==> src/rtl/spi_master_sched_if.sv <==
// Requester handshake plus SPI pin bundle between spi_master_sched and its surroundings.
interface spi_master_sched_if #(
   parameter int NREQ = 2
);
   logic [NREQ-1:0]   req;
   logic [8*NREQ-1:0] req_data;
   logic [NREQ-1:0]   gnt;
   logic [NREQ-1:0]   done;
   logic [7:0]        rx_data;
   logic              busy;
   logic              sclk;
   logic [NREQ-1:0]   cs_n;
   logic              sending;
   logic              mosi;
   logic              miso;

   modport master (
      input  req, req_data, miso,
      output gnt, done, rx_data, busy, sclk, cs_n, sending, mosi
   );

   modport slave (
      output req, req_data, miso,
      input  gnt, done, rx_data, busy, sclk, cs_n, sending, mosi
   );
endinterface

==> src/rtl/spi_master_sched.sv <==
// SPI mode-0 master sharing one bus round-robin among NREQ requesters, one byte per grant.
// done follows gnt by 17*CLK_DIV cycles; next gnt no earlier than CS_GAP+1 cycles after done.
module spi_master_sched #(
   parameter int NREQ    = 2,
   parameter int CLK_DIV = 4,
   parameter int CS_GAP  = 2
) (
   input  logic               clk,
   input  logic               rst,
   spi_master_sched_if.master bus
);
   localparam int PW = $clog2(NREQ);
   localparam int IW = PW + 1;
   localparam int DW = (CLK_DIV > 1) ? $clog2(CLK_DIV) : 1;
   localparam int GW = (CS_GAP > 1) ? $clog2(CS_GAP) : 1;

   typedef enum logic [2:0] {IDLE, SETUP, SHIFT, HOLD, GAP} state_t;

   state_t          state, state_nxt;
   logic [PW-1:0]   ptr, ptr_nxt;
   logic [NREQ-1:0] sel_oh, sel_oh_nxt;
   logic [7:0]      tx_shift, tx_shift_nxt;
   logic [7:0]      rx_shift, rx_shift_nxt;
   logic [3:0]      bit_cnt, bit_cnt_nxt;
   logic [DW-1:0]   div_cnt, div_cnt_nxt;
   logic [GW-1:0]   gap_cnt, gap_cnt_nxt;
   logic            sclk_r, sclk_nxt;
   logic            sending_r, sending_nxt;
   logic            mosi_r, mosi_nxt;
   logic            busy_r, busy_nxt;
   logic [NREQ-1:0] cs_n_r, cs_n_nxt;
   logic [NREQ-1:0] gnt_r, gnt_nxt;
   logic [NREQ-1:0] done_r, done_nxt;
   logic [7:0]      rx_data_r, rx_data_nxt;

   logic            found;
   logic [PW-1:0]   win;
   logic [IW-1:0]   cand;
   logic [NREQ-1:0] win_oh;
   logic [7:0]      win_dat;
   logic            div_wrap;

   assign div_wrap = (div_cnt == DW'(CLK_DIV - 1));

   // Search starts one past the last winner so every requester gets a turn.
   always_comb begin
      found = 1'b0;
      win   = ptr;
      cand  = '0;
      for (int i = 1; i <= NREQ; i++) begin
         cand = {1'b0, ptr} + IW'(i);
         if (cand >= IW'(NREQ)) cand = cand - IW'(NREQ);
         if (!found && bus.req[cand[PW-1:0]]) begin
            found = 1'b1;
            win   = cand[PW-1:0];
         end
      end
      win_oh  = '0;
      win_dat = '0;
      for (int j = 0; j < NREQ; j++) begin
         if (win == PW'(j)) begin
            win_oh[j] = 1'b1;
            win_dat   = bus.req_data[8*j +: 8];
         end
      end
   end

   always_ff @(posedge clk) begin
      if (rst) begin
         state     <= IDLE;
         ptr       <= PW'(NREQ - 1);
         sel_oh    <= '0;
         tx_shift  <= '0;
         rx_shift  <= '0;
         bit_cnt   <= '0;
         div_cnt   <= '0;
         gap_cnt   <= '0;
         sclk_r    <= 1'b0;
         sending_r <= 1'b0;
         mosi_r    <= 1'b0;
         busy_r    <= 1'b0;
         cs_n_r    <= '1;
         gnt_r     <= '0;
         done_r    <= '0;
         rx_data_r <= '0;
      end else begin
         state     <= state_nxt;
         ptr       <= ptr_nxt;
         sel_oh    <= sel_oh_nxt;
         tx_shift  <= tx_shift_nxt;
         rx_shift  <= rx_shift_nxt;
         bit_cnt   <= bit_cnt_nxt;
         div_cnt   <= div_cnt_nxt;
         gap_cnt   <= gap_cnt_nxt;
         sclk_r    <= sclk_nxt;
         sending_r <= sending_nxt;
         mosi_r    <= mosi_nxt;
         busy_r    <= busy_nxt;
         cs_n_r    <= cs_n_nxt;
         gnt_r     <= gnt_nxt;
         done_r    <= done_nxt;
         rx_data_r <= rx_data_nxt;
      end
   end

   always_comb begin
      state_nxt = state;
      case (state)
         IDLE:    if (found) state_nxt = SETUP;
         SETUP:   if (div_wrap) state_nxt = SHIFT;
         // Leaving on the 8th fall: sclk is high and all 8 bits have been sampled.
         SHIFT:   if (div_wrap && sclk_r && bit_cnt == 4'd8) state_nxt = HOLD;
         HOLD:    if (div_wrap) state_nxt = (CS_GAP == 0) ? IDLE : GAP;
         GAP:     if (gap_cnt == GW'(CS_GAP - 1)) state_nxt = IDLE;
         default: state_nxt = IDLE;
      endcase
   end

   always_comb begin
      ptr_nxt      = ptr;
      sel_oh_nxt   = sel_oh;
      tx_shift_nxt = tx_shift;
      rx_shift_nxt = rx_shift;
      bit_cnt_nxt  = bit_cnt;
      div_cnt_nxt  = div_cnt;
      gap_cnt_nxt  = gap_cnt;
      sclk_nxt     = sclk_r;
      sending_nxt  = sending_r;
      mosi_nxt     = mosi_r;
      cs_n_nxt     = cs_n_r;
      rx_data_nxt  = rx_data_r;
      gnt_nxt      = '0;
      done_nxt     = '0;
      busy_nxt     = (state_nxt != IDLE);
      case (state)
         IDLE: begin
            if (found) begin
               ptr_nxt      = win;
               sel_oh_nxt   = win_oh;
               gnt_nxt      = win_oh;
               tx_shift_nxt = win_dat;
               cs_n_nxt     = ~win_oh;
               sending_nxt  = 1'b1;
               mosi_nxt     = win_dat[7];
               bit_cnt_nxt  = '0;
               div_cnt_nxt  = '0;
            end
         end
         SETUP: begin
            div_cnt_nxt = div_wrap ? '0 : div_cnt + DW'(1);
            if (div_wrap) begin
               sclk_nxt     = 1'b1;
               rx_shift_nxt = {rx_shift[6:0], bus.miso};
               bit_cnt_nxt  = bit_cnt + 4'd1;
            end
         end
         SHIFT: begin
            div_cnt_nxt = div_wrap ? '0 : div_cnt + DW'(1);
            if (div_wrap) begin
               sclk_nxt = ~sclk_r;
               if (!sclk_r) begin
                  rx_shift_nxt = {rx_shift[6:0], bus.miso};
                  bit_cnt_nxt  = bit_cnt + 4'd1;
               end else if (bit_cnt < 4'd8) begin
                  tx_shift_nxt = {tx_shift[6:0], 1'b0};
                  mosi_nxt     = tx_shift[6];
               end
            end
         end
         HOLD: begin
            div_cnt_nxt = div_wrap ? '0 : div_cnt + DW'(1);
            if (div_wrap) begin
               cs_n_nxt    = '1;
               sending_nxt = 1'b0;
               mosi_nxt    = 1'b0;
               rx_data_nxt = rx_shift;
               done_nxt    = sel_oh;
               gap_cnt_nxt = '0;
            end
         end
         GAP:     gap_cnt_nxt = gap_cnt + GW'(1);
         default: ;
      endcase
   end

   assign bus.sclk    = sclk_r;
   assign bus.cs_n    = cs_n_r;
   assign bus.sending = sending_r;
   assign bus.mosi    = mosi_r;
   assign bus.gnt     = gnt_r;
   assign bus.done    = done_r;
   assign bus.rx_data = rx_data_r;
   assign bus.busy    = busy_r;
endmodule

==> src/flat_wrapper.sv <==
// flat-port wrapper written by rule: the top's interface ports become plain ports
module spi_master_sched_flat 
#(
   parameter int NREQ    = 2,
   parameter int CLK_DIV = 4,
   parameter int CS_GAP  = 2
)
  (clk, rst, bus_req, bus_req_data, bus_miso, bus_gnt, bus_done, bus_rx_data, bus_busy, bus_sclk, bus_cs_n, bus_sending, bus_mosi);
  spi_master_sched_if #(.NREQ(NREQ)) bus_i ();
  input  logic clk;
  input  logic rst;
  input wire logic [$bits(bus_i.req)-1:0] bus_req;
  input wire logic [$bits(bus_i.req_data)-1:0] bus_req_data;
  input wire logic [$bits(bus_i.miso)-1:0] bus_miso;
  output wire logic [$bits(bus_i.gnt)-1:0] bus_gnt;
  output wire logic [$bits(bus_i.done)-1:0] bus_done;
  output wire logic [$bits(bus_i.rx_data)-1:0] bus_rx_data;
  output wire logic [$bits(bus_i.busy)-1:0] bus_busy;
  output wire logic [$bits(bus_i.sclk)-1:0] bus_sclk;
  output wire logic [$bits(bus_i.cs_n)-1:0] bus_cs_n;
  output wire logic [$bits(bus_i.sending)-1:0] bus_sending;
  output wire logic [$bits(bus_i.mosi)-1:0] bus_mosi;
  assign bus_i.req = bus_req;
  assign bus_i.req_data = bus_req_data;
  assign bus_i.miso = bus_miso;
  assign bus_gnt = bus_i.gnt;
  assign bus_done = bus_i.done;
  assign bus_rx_data = bus_i.rx_data;
  assign bus_busy = bus_i.busy;
  assign bus_sclk = bus_i.sclk;
  assign bus_cs_n = bus_i.cs_n;
  assign bus_sending = bus_i.sending;
  assign bus_mosi = bus_i.mosi;
  spi_master_sched #(.NREQ(NREQ), .CLK_DIV(CLK_DIV), .CS_GAP(CS_GAP)) u_core (.clk(clk), .rst(rst), .bus(bus_i));
endmodule
==> config.mk <==
export PLATFORM = sky130hd
export DESIGN_NAME = spi_master_sched_flat
export DESIGN_NICKNAME = d
export VERILOG_FILES = /design/src/rtl/spi_master_sched_if.sv /design/src/rtl/spi_master_sched.sv /design/src/flat_wrapper.sv
export SDC_FILE = /design/constraint.sdc
export NUM_CORES = 1
export LEC_CHECK = 0
export ABC_AREA = 1
export ABC_CLOCK_PERIOD_IN_PS = 2600
export CORE_UTILIZATION = 40
export CTS_CLUSTER_DIAMETER = 60
export CTS_CLUSTER_SIZE = 28
export DETAILED_ROUTE_END_ITERATION = 10
export GPL_TIMING_DRIVEN = 0
export PLACE_DENSITY = 0.72
export SYNTH_ARGS = -nofsm -noshare
export SYNTH_HDL_FRONTEND = slang
export SYNTH_SLANG_ARGS = --single-unit
==> constraint.sdc <==
create_clock -name clk -period 2.6 [get_ports clk]
set_input_delay 0.39 -clock clk [delete_from_list [all_inputs] [get_ports clk]]
set_output_delay 0.39 -clock clk [all_outputs]
set_load 0.1 [all_outputs]
Yosys cells after proc, flatten, opt, wreduce, memory -nomap -nowiden
Index checks and enable logic that the tools add are counted.
- memories: 0
- latch bits: 0
- flip-flop bits (word level): 46
- bits in writable memories: 0
- output and inout port bits: 18
- ROM bits: 0
- input bits: 21
- $lt $le $gt $ge: 5
- multiplexer cells: 51
- reduce and logical (&&, ||, !) cells: 26
- shift operators: 0
- multipliers: 0
- eq/ne operators: 13
- div/mod/pow operators: 0
- add/sub/neg operators: 7
- bitwise logic cells: 6
- operator list (cell ; count):
    8-bit 2-to-1 mux ; 4
    7-bit 2-to-1 mux ; 4
    1-bit 2-to-1 mux ; 20
    4-bit 2-to-1 mux ; 4
    8-bit one-hot mux with 2 select lines ; 1
    3-bit 2-to-1 mux ; 5
    3-bit one-hot mux with 5 select lines ; 1
    7-bit one-hot mux with 2 select lines ; 1
    2-bit by 1-bit inequality test with 1-bit output, second input constant ; 6
    4-bit one-hot mux with 3 select lines ; 1
    5-bit AND reduction ; 2
    2-bit nonzero test ; 5
    3-bit nonzero test ; 3
    3-bit OR reduction ; 3
    2-bit 2-to-1 mux ; 4
    2-bit one-hot mux with 2 select lines ; 2
    2-bit AND reduction ; 4
    3-bit by 2-bit == test with 1-bit output, second input constant ; 2
    1-bit one-hot mux with 2 select lines ; 3
    3-bit AND reduction ; 2
    6-bit AND reduction ; 1
    1-bit inverter ; 5
    4-bit by 1-bit adder with 4-bit output, second input constant ; 1
    4-bit == test, second input constant ; 1
    18 further kinds ; 23

Logic depth before layout (Yosys ltp)
- depth after elaboration: 13
- gate-level depth with buffers: 9

Least setup slack after synthesis
No wires, ideal clock.
- path kind: register to register
- start: register u_core.sclk_r, in the netlist u_core.bus.sclk
- end: register u_core.bit_cnt[0]
- stages on the path, launching flop included: 7
- data required time: 2490 ps
- arrival: 1751 ps
- path slack: 739 ps
- path buffers: 1
- cell sequence: dfxtp_1 nand3_1 nand3_2 buf_4 nand2_1 inv_1 nor2_1
- word-level cells in the longest chain between the ends: 2
- RTL lines (what ; line ; source):
    from (decl) ; spi_master_sched.sv:27 ; logic sclk_r, sclk_nxt;
    from (signal assigned) ; spi_master_sched.sv:95 ; sclk_r <= sclk_nxt;
    2-bit inequality test (no source line) ; n/a ;
    5-bit AND reduction (no source line) ; n/a ;
    to (signal assigned) ; spi_master_sched.sv:92 ; bit_cnt <= bit_cnt_nxt;
    to (decl) ; spi_master_sched.sv:24 ; logic [3:0] bit_cnt, bit_cnt_nxt;
Every way passes these cells.
A chain may end at the register's enable or synchronous reset.

Worst setup path in the final report
- start: register u_core.sclk_r, in the netlist u_core.bus.sclk
- end: output port bus_sclk
- RTL lines (what ; line ; source):
    to (decl) ; flat_wrapper.sv:19 ; output wire logic [$bits(bus_i.sclk)-1:0] bus_sclk;
No word-level cell between the ends.

==> flow_metrics.env <==
export IMPL_hpwl_um=3530
export IMPL_drtIter0Drc=98
export IMPL_wirelength_um=4810
export IMPL_slowest_delay_ns=1.18
export IMPL_rsz0062_at_grt="no"
export IMPL_netlist_area_sq_um=2170
export IMPL_wl_per_cell_um=11.1
export IMPL_die_h_um=75.6
export IMPL_end_kind="output pin"
export IMPL_rows=26
export IMPL_p_clk_frac=0.320
export IMPL_cts_sinks=46
export IMPL_via_count=2045
export IMPL_clk_pin_slew_worst_paths_ns=0.08
export IMPL_min_path_type="register to register"
export IMPL_gr_usage_all_layers=0.184
export IMPL_portBuffers=38
export IMPL_leakage_uw=0.00117
export IMPL_dp_cells=425
export IMPL_finalHoldViolCount=0
export IMPL_clock_path_buffers=2
export IMPL_synthArstFlopShare=0
export IMPL_clock_fmax_ghz=0.435
export IMPL_p_int_uw=1160
export IMPL_yosysTopAreaCell="dfxtp_1"
export IMPL_slew_headroom=0.350
export IMPL_cts_tree="done"
export IMPL_crit_type="register to output pin"
export IMPL_postCtsHoldBufs=0
export IMPL_seqPwrFrac=0.463
export IMPL_tns_ns=0
export IMPL_place_ws_ns=0.550
export IMPL_path_max_fanout=5
export IMPL_p_sw_uw=506
export IMPL_synth_edf_count=0
export IMPL_critPathArrivalTime_ns=1.91
export IMPL_synth_top_cell_area_share=0.425
export IMPL_sw_frac_of_total=0.304
export IMPL_setup_ws_ns=0.300
export IMPL_fp_dieW_um=75.6
export IMPL_crit_family="buffers and inverters"
export IMPL_synthCells=317
export IMPL_antenna_found_initial=0
export IMPL_ys_ff_latch=46
export IMPL_finalSetupViolCount=0
export IMPL_io_pin_count=39
export IMPL_power_uw=1660
export IMPL_start_util=0.419
export IMPL_crit_slowest_cell="clkdlybuf4s50_1"
export IMPL_crit_buf_inv=1
export IMPL_post_synth_top_count_cell="nand2_1"
export IMPL_via_per_inst=4.72
export IMPL_min_period_ns=2.30
export IMPL_synth_commonest_cells="74 x nand2_1, 46 x dfxtp_1, 43 x inv_1"
export IMPL_ys_top_cells_by_area="dfxtp_1 43%, nand2_1 13%, inv_1 7.5%"
export IMPL_ir_worst_vdd_mv=0.411
export IMPL_antennaDiodeCount=0
export IMPL_drtPass1Iterations=4
export IMPL_required_ns=2.21
export IMPL_grt_start_max_net_pins=15
export IMPL_worst_pin_slew_ns=0.972
export IMPL_syn_nets=341
export IMPL_ys_warnings_count=0
export IMPL_outcome="complete, no violations"
export IMPL_drive_above_1_share=0.0634
export IMPL_ys_seq_area_frac=0.425
export IMPL_pwr_share_comb=0.217
export IMPL_yosysUniqueCellTypes=23
export IMPL_drc=0
export IMPL_die_area_sq_um=5710
export IMPL_area_growth_pct=26.7
export IMPL_numCtsBuffers=5
export IMPL_finalCritPeriodShare=0.884
export IMPL_cts_setup_buffers=0
export IMPL_final_nets=386
export IMPL_htreeDepth=2
export IMPL_drv_slew=0
export IMPL_synth_ff_type="dfxtp_1"
export IMPL_routabilityCongestion=0.825
export IMPL_root_buffer="clkbuf_8"
export IMPL_maxCapViolations=0
export IMPL_antenna_left=0
export IMPL_start_kind="register"
export IMPL_clkLatencyLatePin_ns=0.30
export IMPL_cp_cell_sequence="clkdlybuf4s50_1"
export IMPL_grt_pass1_wl_um=7890
export IMPL_stdcell_count=433
export IMPL_cts_resized=0
export IMPL_fin_skew_ns=0.00204
export IMPL_placed_area_sq_um=2630
export IMPL_grt_overflow_total=0
export IMPL_num_fill_cells=510
export IMPL_core_area_sq_um=5170
export IMPL_grt_pass1_vias=1824
export IMPL_p_per_area_nw_per_um2=605
export IMPL_avgSynthCellArea_sq_um=6.83
export IMPL_design_area_sq_um=2740
-- area by class of cell --
cell class	instances	area [sq um]	share of cell area
Tap cell	70	87.6	0.0319
Timing Repair Buffer	38	380	0.139
Multi-Input combinational cell	217	1030	0.374
Buffer	10	52.6	0.0192
Clock inverter	2	37.5	0.0137
Clock buffer	6	72.6	0.0264
Sequential cell	46	921	0.336
Inverter	44	165	0.0602
-- per-layer routing --
layer	share of wire	GRT usage	vias up
met3	0.047	0.0423	8
met2	0.44	0.318	49
met1	0.49	0.223	892
met4	0.018	0.0679	0
met5	0	0	-
li1	-	-	1096
-- through the flow --
stage	hold WS (ns)	utilization
after floorplan	0.424	-
after CTS	0.469	0.530
after detailed placement	0.455	0.509
after global placement	0.436	0.509
final	0.465	0.530
after global routing	0.484	0.530
-- path summary, 6_finish.rpt --
check	cells after the start	start	to	slack, ns
hold reg to reg	2	u_core.bus.rx_data[1]$_SDFFE_PP0P_	u_core.bus.rx_data[1]$_SDFFE_PP0P_	0.47
hold / removal	2	u_core.bus.rx_data[1]$_SDFFE_PP0P_	u_core.bus.rx_data[1]$_SDFFE_PP0P_	0.47
setup / recovery	1	u_core.bus.sclk$_SDFFE_PP0P_	bus_sclk	0.30
setup reg to reg	6	u_core.div_cnt[0]$_SDFFE_PP0P_	u_core.div_cnt[0]$_SDFFE_PP0P_	0.99
-- flip-flops by register name, summed over array words and instances (netlist names) --
signal              cells
u_core.bus.rx_data      8
u_core.bus.sending      1
u_core.bus.mosi         1
u_core.bit_cnt          4
u_core.div_cnt          2
u_core.bus.done         2
u_core.bus.cs_n         2
u_core.rx_shift         8
u_core.bus.busy         1
u_core.tx_shift         7
u_core.sel_oh           2
u_core.bus.sclk         1
u_core.gap_cnt          1
u_core.ptr              1
u_core.bus.gnt          2
u_core.state            3
-- cell usage in the layout (no fill, tap or decap) --
cell type,count
a21oi_1,32
a31oi_1,1
buf_2,3
buf_4,1
buf_6,1
bufinv_16,1
clkbuf_1,6
clkbuf_8,5
clkdlybuf4s50_1,38
clkinvlp_4,1
dfxtp_1,46
ha_1,3
inv_1,43
inv_2,1
nand2_1,74
nand2_2,4
nand3_1,30
nand3_2,2
nand3b_1,7
nand3b_2,1
nand4_1,2
nor2_1,35
nor2_2,2
nor2_4,1
nor3_1,2
o21ai_0,20
xnor2_1,1
-- power by group through the flow --
stage	clock network, uW	registers (uW)	logic [uW]
6_report	531	769	360
5_1_grt	570	774	402
4_1_cts	547	770	362
3_5_place_dp	0	786	360
3_3_place_gp	0	785	356
2_1_floorplan	0	870	178
-- worst reg2reg max path, delay by kind of cell (launching register included) --
| family | cells | cell delay, ns |
|---|---|---|
| flip-flops | 1 | 0.37 |
| buffers and inverters | 2 | 0.67 |
| AO/OA/AOI/OAI | 2 | 0.21 |
| adder cells (fa/ha/maj) | 1 | 0.16 |
| AND/OR/NAND/NOR | 1 | 0.09 |
-- cells by family after synthesis --
| family | after synthesis | synth area share |
|---|---|---|
| flops | 46 | 0.425 |
| simple gates | 160 | 0.330 |
| compound gates | 53 | 0.123 |
| fa+ha+maj | 3 | 0.0173 |
| xor+xnor | 1 | 0.00404 |
| buf+inv | 54 | 0.101 |
Power figures use the tool's default switching activity.
